**config.mk**
```make
export PLATFORM = sky130hd
export DESIGN_NAME = al_mode_controller
export DESIGN_NICKNAME = d
export VERILOG_FILES = /design/src/rtl/al_mode_controller_pkg.sv /design/src/rtl/bcd_hhmm_step.sv /design/src/rtl/al_mode_controller.sv
export SDC_FILE = /design/constraint.sdc
export NUM_CORES = 1
export LEC_CHECK = 0
export CAP_MARGIN = 15
export CORE_ASPECT_RATIO = 1.5
export CORE_MARGIN = 5
export CORE_UTILIZATION = 45
export CTS_CLUSTER_SIZE = 20
export DETAILED_ROUTE_END_ITERATION = 8
export DONT_BUFFER_PORTS = 1
export GPL_ROUTABILITY_DRIVEN = 1
export PLACE_DENSITY = 0.64
export SLEW_MARGIN = 15
export SYNTH_ARGS = -nofsm -noshare
export SYNTH_HDL_FRONTEND = slang
export SYNTH_SLANG_ARGS = --single-unit
```
**constraint.sdc**
```tcl
create_clock -name MCLK -period 2.9 [get_ports MCLK]
set_input_delay 0.435 -clock MCLK [delete_from_list [all_inputs] [get_ports MCLK]]
set_output_delay 0.435 -clock MCLK [all_outputs]
set_load 0.1 [all_outputs]
```
**src/rtl/al_mode_controller_pkg.sv**
```systemverilog
// Shared definitions for the alarm-clock mode/set controller: mode encodings,
// reset alarm time and BCD digit limits.
package al_pkg;

  typedef enum logic [1:0] {
    MODE_RUN       = 2'd0,
    MODE_SET_TIME  = 2'd1,
    MODE_SET_ALARM = 2'd2
  } mode_t;

  localparam logic [15:0] ALARM_RESET_BCD = 16'h0600;

  localparam logic [3:0] MIN_LS_MAX  = 4'd9;
  localparam logic [3:0] MIN_MS_MAX  = 4'd5;
  localparam logic [3:0] HOUR_LS_MAX = 4'd9;
  // Two BCD digits, i.e. 23 o'clock.
  localparam logic [7:0] HOUR_MAX    = 8'h23;

endpackage

```
**src/rtl/bcd_hhmm_step.sv**
```systemverilog
// Combinational one-step increment of a packed BCD HH:MM value.
// wrap flags the hour rolling over from 23 to 00.
module bcd_hhmm_step
  import al_pkg::*;
(
  input  logic [15:0] cur,
  input  logic        inc_min,
  input  logic        inc_hour,
  input  logic        carry_en,
  output logic [15:0] nxt,
  output logic        wrap
);

  logic [3:0] hm, hl, mm, ml;
  logic       min_carry;
  logic       hour_step;

  always_comb begin
    {hm, hl, mm, ml} = cur;
    min_carry = 1'b0;
    wrap      = 1'b0;

    if (inc_min) begin
      if (ml == MIN_LS_MAX) begin
        ml = '0;
        if (mm == MIN_MS_MAX) begin
          mm        = '0;
          min_carry = 1'b1;
        end else begin
          mm = mm + 4'd1;
        end
      end else begin
        ml = ml + 4'd1;
      end
    end

    // Manual minute edits leave the hour alone; only clock advance carries.
    hour_step = inc_hour | (min_carry & carry_en);

    if (hour_step) begin
      if ({hm, hl} == HOUR_MAX) begin
        hm   = '0;
        hl   = '0;
        wrap = 1'b1;
      end else if (hl == HOUR_LS_MAX) begin
        hl = '0;
        hm = hm + 4'd1;
      end else begin
        hl = hl + 4'd1;
      end
    end

    nxt = {hm, hl, mm, ml};
  end

endmodule

```
**src/rtl/al_mode_controller.sv**
```systemverilog
// Alarm-clock mode/set controller: owns time and alarm BCD registers, button
// editing, alarm ringing and the blinking 7-segment digit selection.
module al_mode_controller
  import al_pkg::*;
#(
  parameter int unsigned BLINK_DIV    = 12_500_000,
  parameter int unsigned RING_MINUTES = 1
) (
  input  logic        MCLK,
  input  logic        reset,
  input  logic        one_minute,
  input  logic        btn_mode,
  input  logic        btn_hour,
  input  logic        btn_min,
  input  logic        btn_stop,
  input  logic        alarm_en,
  output logic [15:0] time_bcd,
  output logic [15:0] alarm_bcd,
  output logic [15:0] word_out,
  output logic [3:0]  display_mask,
  output logic [1:0]  mode,
  output logic        ringing
);

  localparam int unsigned BLINK_W = (BLINK_DIV > 1) ? $clog2(BLINK_DIV) : 1;
  localparam logic [BLINK_W-1:0] BLINK_LAST = BLINK_W'(BLINK_DIV - 1);

  logic [5:0] raw_in, sync1, sync2;
  logic [4:0] edge_q, rise;
  logic       tick, mode_p, hour_p, min_p, stop_p, alarm_en_s;
  logic       hour_e, min_e, tick_upd, blink_restart;

  mode_t      mode_q, mode_nxt;
  logic [3:0] ring_cnt;
  logic       match_pend;
  logic [BLINK_W-1:0] blink_cnt;
  logic       blink_on;

  logic [15:0] time_nxt, alarm_nxt;
  logic        t_inc_min, t_inc_hour, t_carry, a_inc_min, a_inc_hour;
  logic        time_wrap, alarm_wrap, unused_wraps;

  assign raw_in = {alarm_en, btn_stop, btn_min, btn_hour, btn_mode, one_minute};
  assign rise   = sync2[4:0] & ~edge_q;
  assign {stop_p, min_p, hour_p, mode_p, tick} = rise;
  assign alarm_en_s = sync2[5];

  // A mode press wins the cycle; hour beats minute.
  assign hour_e = hour_p & ~mode_p;
  assign min_e  = min_p & ~mode_p & ~hour_p;

  assign t_inc_min  = (mode_q == MODE_SET_TIME) ? min_e : tick;
  assign t_inc_hour = (mode_q == MODE_SET_TIME) & hour_e;
  assign t_carry    = (mode_q != MODE_SET_TIME);
  assign a_inc_min  = (mode_q == MODE_SET_ALARM) & min_e;
  assign a_inc_hour = (mode_q == MODE_SET_ALARM) & hour_e;
  assign tick_upd   = tick & (mode_q != MODE_SET_TIME);

  assign blink_restart = mode_p | (mode_q == MODE_RUN) | hour_e | min_e;

  assign unused_wraps = time_wrap | alarm_wrap;
  assign mode         = mode_q;

  bcd_hhmm_step u_time_step (
    .cur      (time_bcd),
    .inc_min  (t_inc_min),
    .inc_hour (t_inc_hour),
    .carry_en (t_carry),
    .nxt      (time_nxt),
    .wrap     (time_wrap)
  );

  bcd_hhmm_step u_alarm_step (
    .cur      (alarm_bcd),
    .inc_min  (a_inc_min),
    .inc_hour (a_inc_hour),
    .carry_en (1'b0),
    .nxt      (alarm_nxt),
    .wrap     (alarm_wrap)
  );

  always_comb begin
    mode_nxt = mode_q;
    if (mode_p) begin
      case (mode_q)
        MODE_RUN:       mode_nxt = MODE_SET_TIME;
        MODE_SET_TIME:  mode_nxt = MODE_SET_ALARM;
        default:        mode_nxt = MODE_RUN;
      endcase
    end
  end

  always_ff @(posedge MCLK) begin
    if (reset) begin
      sync1        <= '0;
      sync2        <= '0;
      edge_q       <= '0;
      mode_q       <= MODE_RUN;
      time_bcd     <= '0;
      alarm_bcd    <= ALARM_RESET_BCD;
      match_pend   <= 1'b0;
      ringing      <= 1'b0;
      ring_cnt     <= '0;
      blink_cnt    <= '0;
      blink_on     <= 1'b1;
      word_out     <= '0;
      display_mask <= '1;
    end else begin
      sync1     <= raw_in;
      sync2     <= sync1;
      edge_q    <= sync2[4:0];
      mode_q    <= mode_nxt;
      time_bcd  <= time_nxt;
      alarm_bcd <= alarm_nxt;

      // Match is judged on the freshly advanced time; ringing follows one edge later.
      match_pend <= tick_upd & alarm_en_s & (time_nxt == alarm_bcd);

      if (match_pend && alarm_en_s) begin
        ringing  <= 1'b1;
        ring_cnt <= 4'(RING_MINUTES);
      end else if (ringing) begin
        if (stop_p || !alarm_en_s) begin
          ringing  <= 1'b0;
          ring_cnt <= '0;
        end else if (tick) begin
          if (ring_cnt <= 4'd1) begin
            ringing  <= 1'b0;
            ring_cnt <= '0;
          end else begin
            ring_cnt <= ring_cnt - 4'd1;
          end
        end
      end

      if (blink_restart) begin
        blink_cnt <= '0;
        blink_on  <= 1'b1;
      end else if (blink_cnt == BLINK_LAST) begin
        blink_cnt <= '0;
        blink_on  <= ~blink_on;
      end else begin
        blink_cnt <= blink_cnt + 1'b1;
      end

      word_out     <= (mode_q == MODE_SET_ALARM) ? alarm_bcd : time_bcd;
      display_mask <= (mode_q == MODE_RUN) ? 4'b1111 : {4{blink_on}};
    end
  end

endmodule

```
== Yosys cells after proc, flatten, opt, wreduce, memory -nomap -nowiden ==
Cells that the tools add are included.

* Output and inout bits: 55
* Bits of input ports: 8
* Register bits: 99
* Logic and storage cells: 109

* Order comparisons: 1
* Bitwise gates (word level): 19
* Equality and inequality tests: 13
* Add/subtract/negate cells: 10
* Reductions and logical operators: 16
* Multiplexer cells: 33

{| class="wikitable"
|+ Operators with widths
! operator !! count
|-
| 4-bit 2-to-1 mux || 20
|-
| 4-bit by 1-bit adder with 4-bit output, second input constant || 8
|-
| 24-bit by 1-bit adder with 24-bit output, second input constant || 1
|-
| 24-bit equality test, second input constant || 1
|-
| 16-bit equality test || 1
|-
| 4-bit equality test, second input constant || 4
|-
| 8-bit by 6-bit equality test with 1-bit output, second input constant || 2
|-
| 16-bit 2-to-1 mux || 1
|-
| 1-bit 2-to-1 mux || 11
|-
| 1-bit AND || 10
|-
| 4-bit by 3-bit equality test with 1-bit output, second input constant || 2
|-
| 2-bit AND reduction || 4
|-
| 2-bit nonzero test || 3
|-
| 2-bit OR reduction || 3
|-
| 5-bit AND || 1
|-
| 5-bit NOT || 1
|-
| 4-bit by 1-bit <= comparator with 1-bit output, second input constant || 1
|-
| 1-bit OR || 4
|-
| 2-bit one-hot mux with 2 select lines || 1
|-
| 4-bit by 1-bit subtractor with 4-bit output, second input constant || 1
|-
| 1-bit NOT || 3
|-
| 3-bit nonzero test || 1
|-
| 3-bit OR reduction || 1
|-
| 2-bit by 1-bit equality test with 1-bit output, second input constant || 1
|-
| other kinds (6) || 6
|}

== Longest topological paths before layout ==
Gate-level depths: netlist (run 1).

* Word-level depth: 12
* Depth in mapped cells: 9
* Mapped depth without buffers: 9

== Hierarchy ==
From an unflattened synthesis (run 1), not the netlist that was laid out.

* Cells, all modules: 519
* Area, all modules: 4667.0 um^2

{| class="wikitable"
|+ By module, submodules not included
! module !! times used !! sequential area each (um^2) !! cells each !! area each (um^2)
|-
| al_mode_controller || 1 || 1981.9 || 389 || 3733.6
|-
| bcd_hhmm_step || 2 || 0.0 || 65 || 466.7
|}

== Least setup slack after synthesis (run 1) ==
Ideal clock, no wire load.

* Path kind: register to register
* Start: reg time_bcd[8]
* End: reg match_pend
* Arrival time: 2973 ps
* Period minus slack after synthesis: 3062 ps
* Cell stages (with the launch flop): 9
* Setup slack: -162 ps
* Buffers on the path: 0
* Required time: 2812 ps
* Cells stage by stage: dfxtp_1 -> ha_1 -> nand4bb_1 -> o31ai_1 -> o21ai_2 -> a22oi_1 -> xnor2_1 -> or4_4 -> nor4_2

* Cells in the longest elaborated chain, start to end: 6

{| class="wikitable"
|+ RTL lines
! what !! line !! RTL
|-
| from (decl) || al_mode_controller.sv:17 || <nowiki>output logic [15:0] time_bcd,</nowiki>
|-
| from (signal assigned) || al_mode_controller.sv:113 || <nowiki>time_bcd <= time_nxt;</nowiki>
|-
| 4-bit by 1-bit adder with 4-bit output / 4-bit equality test (equally long branches) || bcd_hhmm_step.sv:49, bcd_hhmm_step.sv:45 ||
|-
| 4-bit 2-to-1 mux || bcd_hhmm_step.sv:45 || <nowiki>end else if (hl == HOUR_LS_MAX) begin</nowiki>
|-
| 4-bit 2-to-1 mux || bcd_hhmm_step.sv:41 || <nowiki>if ({hm, hl} == HOUR_MAX) begin</nowiki>
|-
| 4-bit 2-to-1 mux || bcd_hhmm_step.sv:40 || <nowiki>if (hour_step) begin</nowiki>
|-
| 16-bit equality test * || al_mode_controller.sv:117 || <nowiki>match_pend <= tick_upd & alarm_en_s & (time_nxt == alarm_bcd);</nowiki>
|-
| 1-bit AND * || al_mode_controller.sv:117 ||
|-
| to (signal assigned) || al_mode_controller.sv:117 ||
|-
| to (decl) || al_mode_controller.sv:35 || <nowiki>logic match_pend;</nowiki>
|}

Every way passes the cells marked *; elsewhere a longest branch is shown, timed or not.
A chain may end at the register's enable or synchronous reset.

== Final worst setup path (run 1) ==
Same ends and word-level chain as after synthesis.

==> run_results.csv, run 1 <==
group,metric,value,unit
floorplanning,initial_core_util,45.7,%
yosys,netlist_area,4610,um^2
worst_setup_path,slowest_delay,0.52,ns
drt,drc,0,
cells_and_area,multi_input_area,2430,um^2
yosys,async_reset_ff_share,0,%
worst_setup_path,worstReg2RegEnd,"match_pend",
yosys,synth_cells,540,
yosys,synth_fp_nets,561,
global_route,antenna_found_initial,0,
floorplanning,io_pins,63,
cells_and_area,final_cell_mix,"91 x dfxtp_1, 60 x nor2_1, 59 x nand2_1",
worst_setup_path,worstPathCellList,"ha_1, nand4bb_1, o31ai_1, o21ai_2, a22oi_1, xnor2_1, or4_4, nor4_2",
cts,clock-sinks,99,
sta,fin_crit_sh,88.5,%
sta,max_slew_margin,26.6,%
worst_setup_path,cp-startpoint,"time_bcd[8]",
sta,rsz0062_at_grt,"no",
floorplanning,dieArea,12400,um^2
yosys,yosysWarnings,0,
global_route,gr-total-overflow,0,
cts,post_cts_buffers,0,
global_route,grt_max_degree,73,
place,dp_hpwl,7850,um
power,vdd_drop_max,0.000294,V
worst_setup_path,r2r-start,"time_bcd[8]",
cells_and_area,layout_commonest_cell,"dfxtp_1",
sta,drv_slew,0,
floorplanning,row_count,45,
worst_setup_path,cp.required,3.16,ns
cts,ctsResizeCount,0,
cts,holdBufCountCts,0,
cts,clockBufferDepth,2,
cts,cts_tree,"done",
worst_setup_path,worst-r2r-cell-count,8,
worst_setup_path,worstSetupEndpoint,"match_pend",
sta,finalSetupViolCount,0,
status,status,"finished clean",
drt,antenna_left,0,
drt,drtPass1Iterations,4,
worst_setup_path,arrival,2.82,ns
yosys,ys_types,63,
cts,cts-root-buf,"clkbuf_16",
worst_setup_path,end_kind,"flop",
yosys,synth_area_per_cell,8.54,um^2
power,power_leakage,1.89,nW
cts,clock_latency,0.35,ns
place,io_buffers,0,
floorplanning,dieHeight,134,um
sta,hold_ws,0.161,ns
global_route,groute.usage.overall,18.2,%
worst_setup_path,slowest_stage,"or4_4",
sta,hold_violations,0,
drt,viasPerCell,5.55,
job,maxCapViolations,0,
cts,cts_buffers,9,
power,fin_total_pwr,2.61,mW
sta,layout_min_cycle_time,2.57,ns
sta,fin_skew,0.00895,ns
drt,wl_per_cell,16.0,um
min_path,hp-class,"in -> reg",
cells_and_area,drive_above_1_share,13.8,%
drt,drt_wl_total,10900,um
sta,tightest_slew,1.11,ns
global_route,grt_pass1_vias,3775,
power,power.density,502,nW/um^2
cts,clk_pin_slew_worst_paths,0.06,ns
cts,h-tree-depth,3,
sta,max_freq,390,MHz
worst_setup_path,critPathKind,"reg -> reg",
cells_and_area,nets,582,
yosys,synth_edf_count,0,
worst_setup_path,cp_max_fo,8,
floorplanning,coreArea,10100,um^2
cells_and_area,n_antenna_cell,0,
sta,finalSetupTns,0,ns
place,gp_congestion,0.912,
drt,drt_iter0_markers,160,
yosys,yosysSeqAreaShare,43.0,%
yosys,synthFlopType,"dfxtp_1",
worst_setup_path,cp-start-kind,"flop",
yosys,ys_ff_latch,99,
cells_and_area,n_fill_cell,939,
cells_and_area,area_growth,12.8,%
global_route,grt_pass1_wl,17900,um
worst_setup_path,reg2reg_setup_slack,0.33,ns
floorplanning,die_x,92.6,um
drt,vias,3788,
cells_and_area,ff_latch_area,1990,um^2
==> cell usage after synthesis, drive strengths merged, types with 3 or more instances <==
cell,instances,area share (%)
nand4,14,1.9
nor3,13,1.5
dfxtp,99,43
nand2,59,4.8
and3,8,1.1
o31ai,3,0.49
or4,4,0.73
and4,3,0.62
mux2i,7,1.8
nor2b,26,3.5
a21oi,44,4.8
nor4,4,0.68
xor2,25,4.7
xnor2,17,3.2
a2111oi,3,0.57
clkbuf,21,1.7
nand3,22,2.4
nand2b,9,1.3
nand3b,5,0.81
o21ai,18,2.0
buf,7,1.2
or3,5,0.71
ha,13,3.5
a211oi,4,0.65
inv,18,1.5
nor2,60,4.9
==> metal layers <==
| metal | global-route usage [%] | vias to the layer above | wire length, um |
|---|---|---|---|
| li1 | - | 1886 | - |
| met1 | 19.1 | 1767 | 4370 |
| met2 | 32.2 | 105 | 5590 |
| met3 | 5.72 | 30 | 605 |
| met4 | 9.29 | 0 | 385 |
| met5 | 0 | - | 0 |
==> sequential cells by signal, indices dropped and copies added (netlist names) <==
| signal | cells |
|---|---|
| alarm_bcd | 16 |
| blink_cnt | 24 |
| blink_on | 1 |
| display_mask | 1 |
| edge_q | 5 |
| match_pend | 1 |
| mode | 2 |
| ring_cnt | 4 |
| ringing | 1 |
| sync1 | 6 |
| sync2 | 6 |
| time_bcd | 16 |
| word_out | 16 |
==> worst max-delay path: cells and delay by family, from the launching register on <==
family,cells,cell delay [ns]
adder cells (fa/ha/maj),1,0.20
XOR/XNOR,1,0.10
AO/OA/AOI/OAI,3,0.89
flip-flops,1,0.42
AND/OR/NAND/NOR,3,0.87
==> stage by stage <==
stage	instances	cell area [um^2]	worst slack (ns)	utilization [%]
after floorplan	540	4620	0.0264	-
after global placement	667	4920	0.393	48.8
after detailed placement	667	4920	0.351	48.8
after CTS	682	5200	0.331	51.6
after global routing	682	5200	0.119	51.6
final	682	5200	0.334	51.6
==> power breakdown <==
| group | internal [mW] | switching, mW |
|---|---|---|
| clock | 0.622 | 0.503 |
| combinational | 0.0274 | 0.0585 |
| sequential | 1.37 | 0.0225 |
| total | 2.02 | 0.584 |
==> how the worst min path moves through the flow <==
stage / from / end / slack [ns] / cells past startpoint
4_1_cts: reset / alarm_bcd[11] / 0.15 / 1
3_3_place_gp: sync1[1] / sync2[1] / 0.43 / 1
6_report: reset / sync1[5] / 0.16 / 1
2_1_floorplan: sync1[0] / sync2[0] / 0.41 / 1
3_5_place_dp: sync1[2] / sync2[2] / 0.42 / 1
5_1_grt: reset / alarm_bcd[8] / 0.15 / 1
==> cell type report <==
cell class	instances	share of cell area [%]
clock inverter	4	0.505
multi-input combinational	395	46.7
tap	117	2.82
inverter	18	1.30
timing repair buffer	38	5.49
sequential	99	38.4
clock buffer	11	4.86
==> cell families (layout without fill, tap and decap cells) <==
logic type | after synthesis | in the layout | share of synthesized area (%)
simple gates | 246 | 246 | 27.8
flops | 99 | 99 | 43.0
compound gates | 86 | 86 | 11.0
buf+inv | 46 | 71 | 4.40
xor+xnor | 43 | 43 | 8.49
fa+ha+maj | 13 | 13 | 3.53
mux | 7 | 7 | 1.79
Power figures use the tool's default switching activity.
==> inputs of run 2 (changes only) <==
--- a/config.mk
+++ b/config.mk
@@ -13,6 +13,7 @@
 export DETAILED_ROUTE_END_ITERATION = 8
 export DONT_BUFFER_PORTS = 1
 export GPL_ROUTABILITY_DRIVEN = 1
+export GPL_TIMING_DRIVEN = 0
 export PLACE_DENSITY = 0.64
 export SLEW_MARGIN = 15
 export SYNTH_ARGS = -nofsm -noshare
==> run 2 against run 1 <==
Against the previous run: highest routed layer unchanged; via count is 1.7% lower; largest power group unchanged; combinational power is 4.0% lower; critical path depth is 1 higher; flip-flop and latch count stayed put.
==> run_results.csv, run 2 (synthesized netlist as in run 1, its figures left out) <==
group,metric,value,unit
global_route,grt_pass1_vias,3629,
worst_setup_path,crit_family,"simple AND/OR/NAND/NOR gates",
worst_setup_path,critPathKind,"reg -> reg",
cells_and_area,final_cell_mix,"73 x dfxtp_1, 60 x nor2_1, 59 x nand2_1",
global_route,antenna_found_initial,0,
min_path,hp-class,"in -> reg",
global_route,grt_pass1_wl,17800,um
place,io_buffers,0,
cells_and_area,n_fill_cell,918,
worst_setup_path,worstPathCellList,"clkbuf_4, and4bb_4, nand4_1, buf_4, a2111oi_1, nor3_1, a211oi_2, nand4b_1, nor4_4",
sta,max_freq,356,MHz
sta,max_slew_margin,21.3,%
cells_and_area,top_register,"blink_cnt",
worst_setup_path,arrival,3.04,ns
drt,drt_iter0_markers,149,
cells_and_area,drive_above_1_share,13.1,%
place,dpl_worst_slack,-0.556,ns
power,swShare,21.6,%
sta,tightest_slew,1.18,ns
worst_setup_path,cp_max_fo,8,
cells_and_area,largest_reg_flops,24,
job,maxCapViolations,0,
cells_and_area,area_growth,12.9,%
floorplanning,die_x,92.6,um
power,combinationalPowerShare,2.9,%
global_route,gr-total-overflow,0,
power,power.density,549,nW/um^2
cells_and_area,n_antenna_cell,0,
worst_setup_path,end_kind,"flop",
worst_setup_path,path_buf_inv,2,
drt,drt_wl_total,10900,um
power,p_int,2.24,mW
place,gp_congestion,0.893,
drt,drtPass1Iterations,4,
floorplanning,coreArea,10100,um^2
sta,drv_slew,0,
cts,cts_buffers,9,
drt,antenna_left,0,
cts,clk_pin_slew_worst_paths,0.07,ns
worst_setup_path,cp-start-kind,"flop",
worst_setup_path,slowest_delay,0.54,ns
power,clock_power_share,47.6,%
worst_setup_path,cp.required,3.14,ns
cells_and_area,layout_commonest_cell,"dfxtp_1",
floorplanning,dieArea,12400,um^2
floorplanning,initial_core_util,45.7,%
place,dp_hpwl,8030,um
status,status,"finished clean",
sta,hold_violations,0,
cells_and_area,ff_latch_area,2040,um^2
cts,h-tree-depth,3,
sta,hold_ws,0.220,ns
cts,cts-root-buf,"clkbuf_16",
drt,viasPerCell,5.53,
cts,clock-sinks,99,
cts,cts_tree,"done",
sta,fin_skew,0.00632,ns
power,switching_power,0.617,mW
floorplanning,row_count,45,
sta,fin_ws,0.0921,ns
drt,vias,3724,
drt,drc,0,
cts,clockBufferDepth,2,
cells_and_area,nets,573,
sta,layout_min_cycle_time,2.81,ns
power,power_leakage,1.80,nW
sta,finalSetupViolCount,0,
cells_and_area,multi_input_area,2460,um^2
global_route,grt_max_degree,17,
cts,clock_latency,0.34,ns
power,power_frac_seq,49.5,%
worst_setup_path,slowest_stage,"dfxtp_4",
sta,fin_crit_sh,96.8,%
drt,wl_per_cell,16.2,um
global_route,groute.usage.overall,18.1,%
power,vdd_drop_max,0.000299,V
floorplanning,io_pins,63,
floorplanning,dieHeight,134,um
==> run 2: cell count changes in the layout (fill, tap and decap cells not counted), moves of 3 or more <==
cell / previous run / this run
clkbuf_1: 0 / 21
dfxtp_4: 1 / 11
buf_4: 38 / 4
bufinv_16: 0 / 3
dfxtp_1: 91 / 73
dfxtp_2: 7 / 15
==> run 2: metal layers <==
| layer | routed length, um | part of all wire [%] | global-route usage [%] | vias up |
|---|---|---|---|---|
| met5 | 0 | 0 | 0 | - |
| met4 | 327 | 3.0 | 7.74 | 0 |
| met3 | 563 | 5.1 | 5.56 | 22 |
| met2 | 5640 | 52 | 33.1 | 88 |
| met1 | 4410 | 40 | 18.7 | 1740 |
| li1 | - | - | - | 1874 |
==> run 2: metrics by stage <==
stage                     power, mW  std cells  util, %  TNS, ns  cell area, um^2
after floorplan                1.51        540        -        0             4620
after global placement         1.53        657     47.3   -0.669             4770
after detailed placement       1.54        657     47.3   -0.905             4770
after CTS                      2.89        674     51.1  -0.0356             5150
after global routing           2.96        674     51.6  -0.0155             5200
final                          2.86        674     51.6        0             5200
==> run 2: path summary, 6_finish.rpt <==
path	startpoint	end	slack, ns	cells after the start
max	time_bcd[0]	match_pend	0.09	9
min	btn_min	sync1[3]	0.22	1
max reg2reg	time_bcd[0]	match_pend	0.09	9
min reg2reg	sync1[4]	sync2[4]	0.44	1
==> run 2: cell type report <==
type | count | area share (%)
multi-input cells | 395 | 47.3
flip-flops and latches | 99 | 39.2
clock buffers | 10 | 4.40
well taps | 117 | 2.81
plain buffers | 28 | 2.64
clock inverters | 6 | 2.14
inverters | 18 | 1.30
repair buffers | 1 | 0.144
==> run 2: worst reg2reg max path, cell delays in order, from the launching register on <==
cell       delay (ns)
dfxtp_4          0.54
clkbuf_4         0.26
and4bb_4         0.29
nand4_1          0.09
buf_4            0.19
a2111oi_1        0.42
nor3_1           0.14
a211oi_2         0.22
nand4b_1         0.18
nor4_4           0.37
==> run 2: power groups by stage <==
stage / sequential, mW / clock, mW / combinational (mW)
2_1_floorplan: 1.45 / 0 / 0.0598
3_3_place_gp: 1.45 / 0 / 0.0805
3_5_place_dp: 1.45 / 0 / 0.0809
4_1_cts: 1.42 / 1.39 / 0.0813
5_1_grt: 1.42 / 1.45 / 0.0906
6_report: 1.41 / 1.36 / 0.0825
==> run 2: repair_timing <==
action / CTS / global route
pin swaps: 1 / 0
hold buffers: 0 / 0
resized for setup: 24 / 17
buffers inserted: 1 / 0
endpoints found under the setup margin: 4 / 4
==> inputs of run 3 (changes only) <==
--- a/config.mk
+++ b/config.mk
@@ -5,17 +5,18 @@
 export SDC_FILE = /design/constraint.sdc
 export NUM_CORES = 1
 export LEC_CHECK = 0
+export ABC_CLOCK_PERIOD_IN_PS = 2900
 export CAP_MARGIN = 15
 export CORE_ASPECT_RATIO = 1.5
 export CORE_MARGIN = 5
-export CORE_UTILIZATION = 45
+export CORE_UTILIZATION = 60
 export CTS_CLUSTER_SIZE = 20
 export DETAILED_ROUTE_END_ITERATION = 8
 export DONT_BUFFER_PORTS = 1
 export GPL_ROUTABILITY_DRIVEN = 1
 export GPL_TIMING_DRIVEN = 0
-export PLACE_DENSITY = 0.64
-export SLEW_MARGIN = 15
+export PLACE_DENSITY = 0.8
+export SLEW_MARGIN = 0
 export SYNTH_ARGS = -nofsm -noshare
 export SYNTH_HDL_FRONTEND = slang
 export SYNTH_SLANG_ARGS = --single-unit
==> run 3 against run 2 <==
Against the previous run: first-iteration DRC count is 76% higher; sequential power hardly changed; critical path depth is 2 lower; non-clock buffer count stayed put; die area is 23% lower; clock power is 4% lower; core utilization is 16 points higher.
==> run_results.csv, run 3 (synthesized netlist as in run 1, its figures left out) <==
group,metric,value,unit
drt,antenna_left,0,
place,gp_congestion,0.925,
drt,viasPerCell,5.81,
floorplanning,die_x,81.6,um
floorplanning,row_count,39,
cts,clk_pin_slew_worst_paths,0.07,ns
global_route,gr-total-overflow,0,
global_route,grt_pass1_wl,17800,um
worst_setup_path,arrival,3.12,ns
sta,layout_min_cycle_time,2.87,ns
power,power.density,543,nW/um^2
worst_setup_path,cp.required,3.15,ns
sta,finalSetupViolCount,0,
cells_and_area,largest_reg_flops,24,
global_route,groute.usage.overall,23.5,%
cts,clock_latency,0.35,ns
cells_and_area,drive_above_1_share,12.2,%
min_path,hp-class,"in -> reg",
sta,fin_crit_sh,99.0,%
place,io_buffers,0,
cells_and_area,n_antenna_cell,0,
cts,clockBufferDepth,2,
floorplanning,dieArea,9570,um^2
worst_setup_path,end_kind,"flop",
drt,wl_met1,3930,um
global_route,antenna_found_initial,0,
worst_setup_path,cp_max_fo,10,
drt,drtPass1Iterations,5,
sta,max_slew_margin,19.7,%
status,status,"finished clean",
cells_and_area,fin_util,68.0,%
power,vdd_drop_max,0.000349,V
floorplanning,io_pins,63,
place,numPlacedInstances,642,
sta,finalSetupTns,0,ns
cts,cts_buffers,9,
sta,hold_violations,0,
drt,vias,3829,
floorplanning,initial_core_util,61.0,%
cells_and_area,top_register,"blink_cnt",
job,maxCapViolations,0,
cells_and_area,nets,573,
drt,drt_wl_total,10700,um
cts,h-tree-depth,3,
drt,drt_iter0_markers,262,
cts,cts-root-buf,"clkbuf_16",
cts,clock-sinks,99,
place,dpl_worst_slack,-0.381,ns
cts,holdBufCountCts,0,
drt,highest_layer,"met4",
sta,fin_ws,0.0284,ns
drt,wl_met2,5790,um
global_route,grt_pass1_vias,3696,
cells_and_area,layout_commonest_cell,"dfxtp_1",
sta,tightest_slew,1.20,ns
drt,wl_met3,599,um
place,dp_hpwl,7580,um
cells_and_area,area_growth,11.6,%
sta,hold_ws,0.214,ns
global_route,grt_max_degree,17,
cells_and_area,final_cell_mix,"75 x dfxtp_1, 60 x nor2_1, 59 x nand2_1",
cts,cts_tree,"done",
drt,wl_per_cell,16.2,um
floorplanning,coreArea,7560,um^2
sta,drv_slew,0,
worst_setup_path,critPathKind,"reg -> reg",
power,power_leakage,1.79,nW
worst_setup_path,cp-start-kind,"flop",
cells_and_area,fin_cells,659,
worst_setup_path,reg2reg_setup_slack,0.03,ns
sta,max_freq,348,MHz
sta,fin_skew,0.0107,ns
sta,rsz0062_at_grt,"yes",
power,fin_total_pwr,2.79,mW
place,dpl-instance-area,4750,um^2
drt,drc,0,
cells_and_area,fin_area,5150,um^2
floorplanning,dieHeight,117,um
==> run 3: final timing paths <==
path / start / to / cells after the start
setup / recovery: mode[1] / match_pend / 7
hold / removal: btn_mode / sync1[1] / 1
setup reg to reg: mode[1] / match_pend / 7
hold reg to reg: sync1[0] / sync2[0] / 1
==> run 3: area by class of cell <==
type,count,area [um^2]
Inverter,18,67.6
Tap cell,102,128
Clock buffer,10,239
Multi-Input combinational cell,395,2450
Sequential cell,99,2030
Clock inverter,6,88.8
Buffer,28,135
Timing Repair Buffer,1,7.51
Fill cell,618,2420
==> run 3: what timing repair did <==
action,in CTS,in global routing
buffers inserted,0,1
setup endpoints to repair,4,6
gates resized for setup,23,8
pin swaps,1,0
==> run 3: metal layers <==
metal	vias to the layer above	track usage, %
met4	0	11.6
li1	1871	-
met1	1812	26.2
met3	34	4.68
met5	-	0
met2	112	40.9
==> run 3: critical path, stage by stage (launching register included) <==
cell and delay (ns):
dfxtp_2 0.75, and4bb_1 0.28, a32o_2 0.33, and2_4 0.20, mux2i_4 0.18, xnor2_1 0.18, or4_4 0.56, nor4_2 0.28
==> run 3: power by group <==
part,internal (mW),switching (mW),leakage [nW]
Clock,0.779,0.518,0.155
Sequential,1.37,0.0494,0.814
Combinational,0.0278,0.0534,0.821
Total,2.17,0.620,1.79
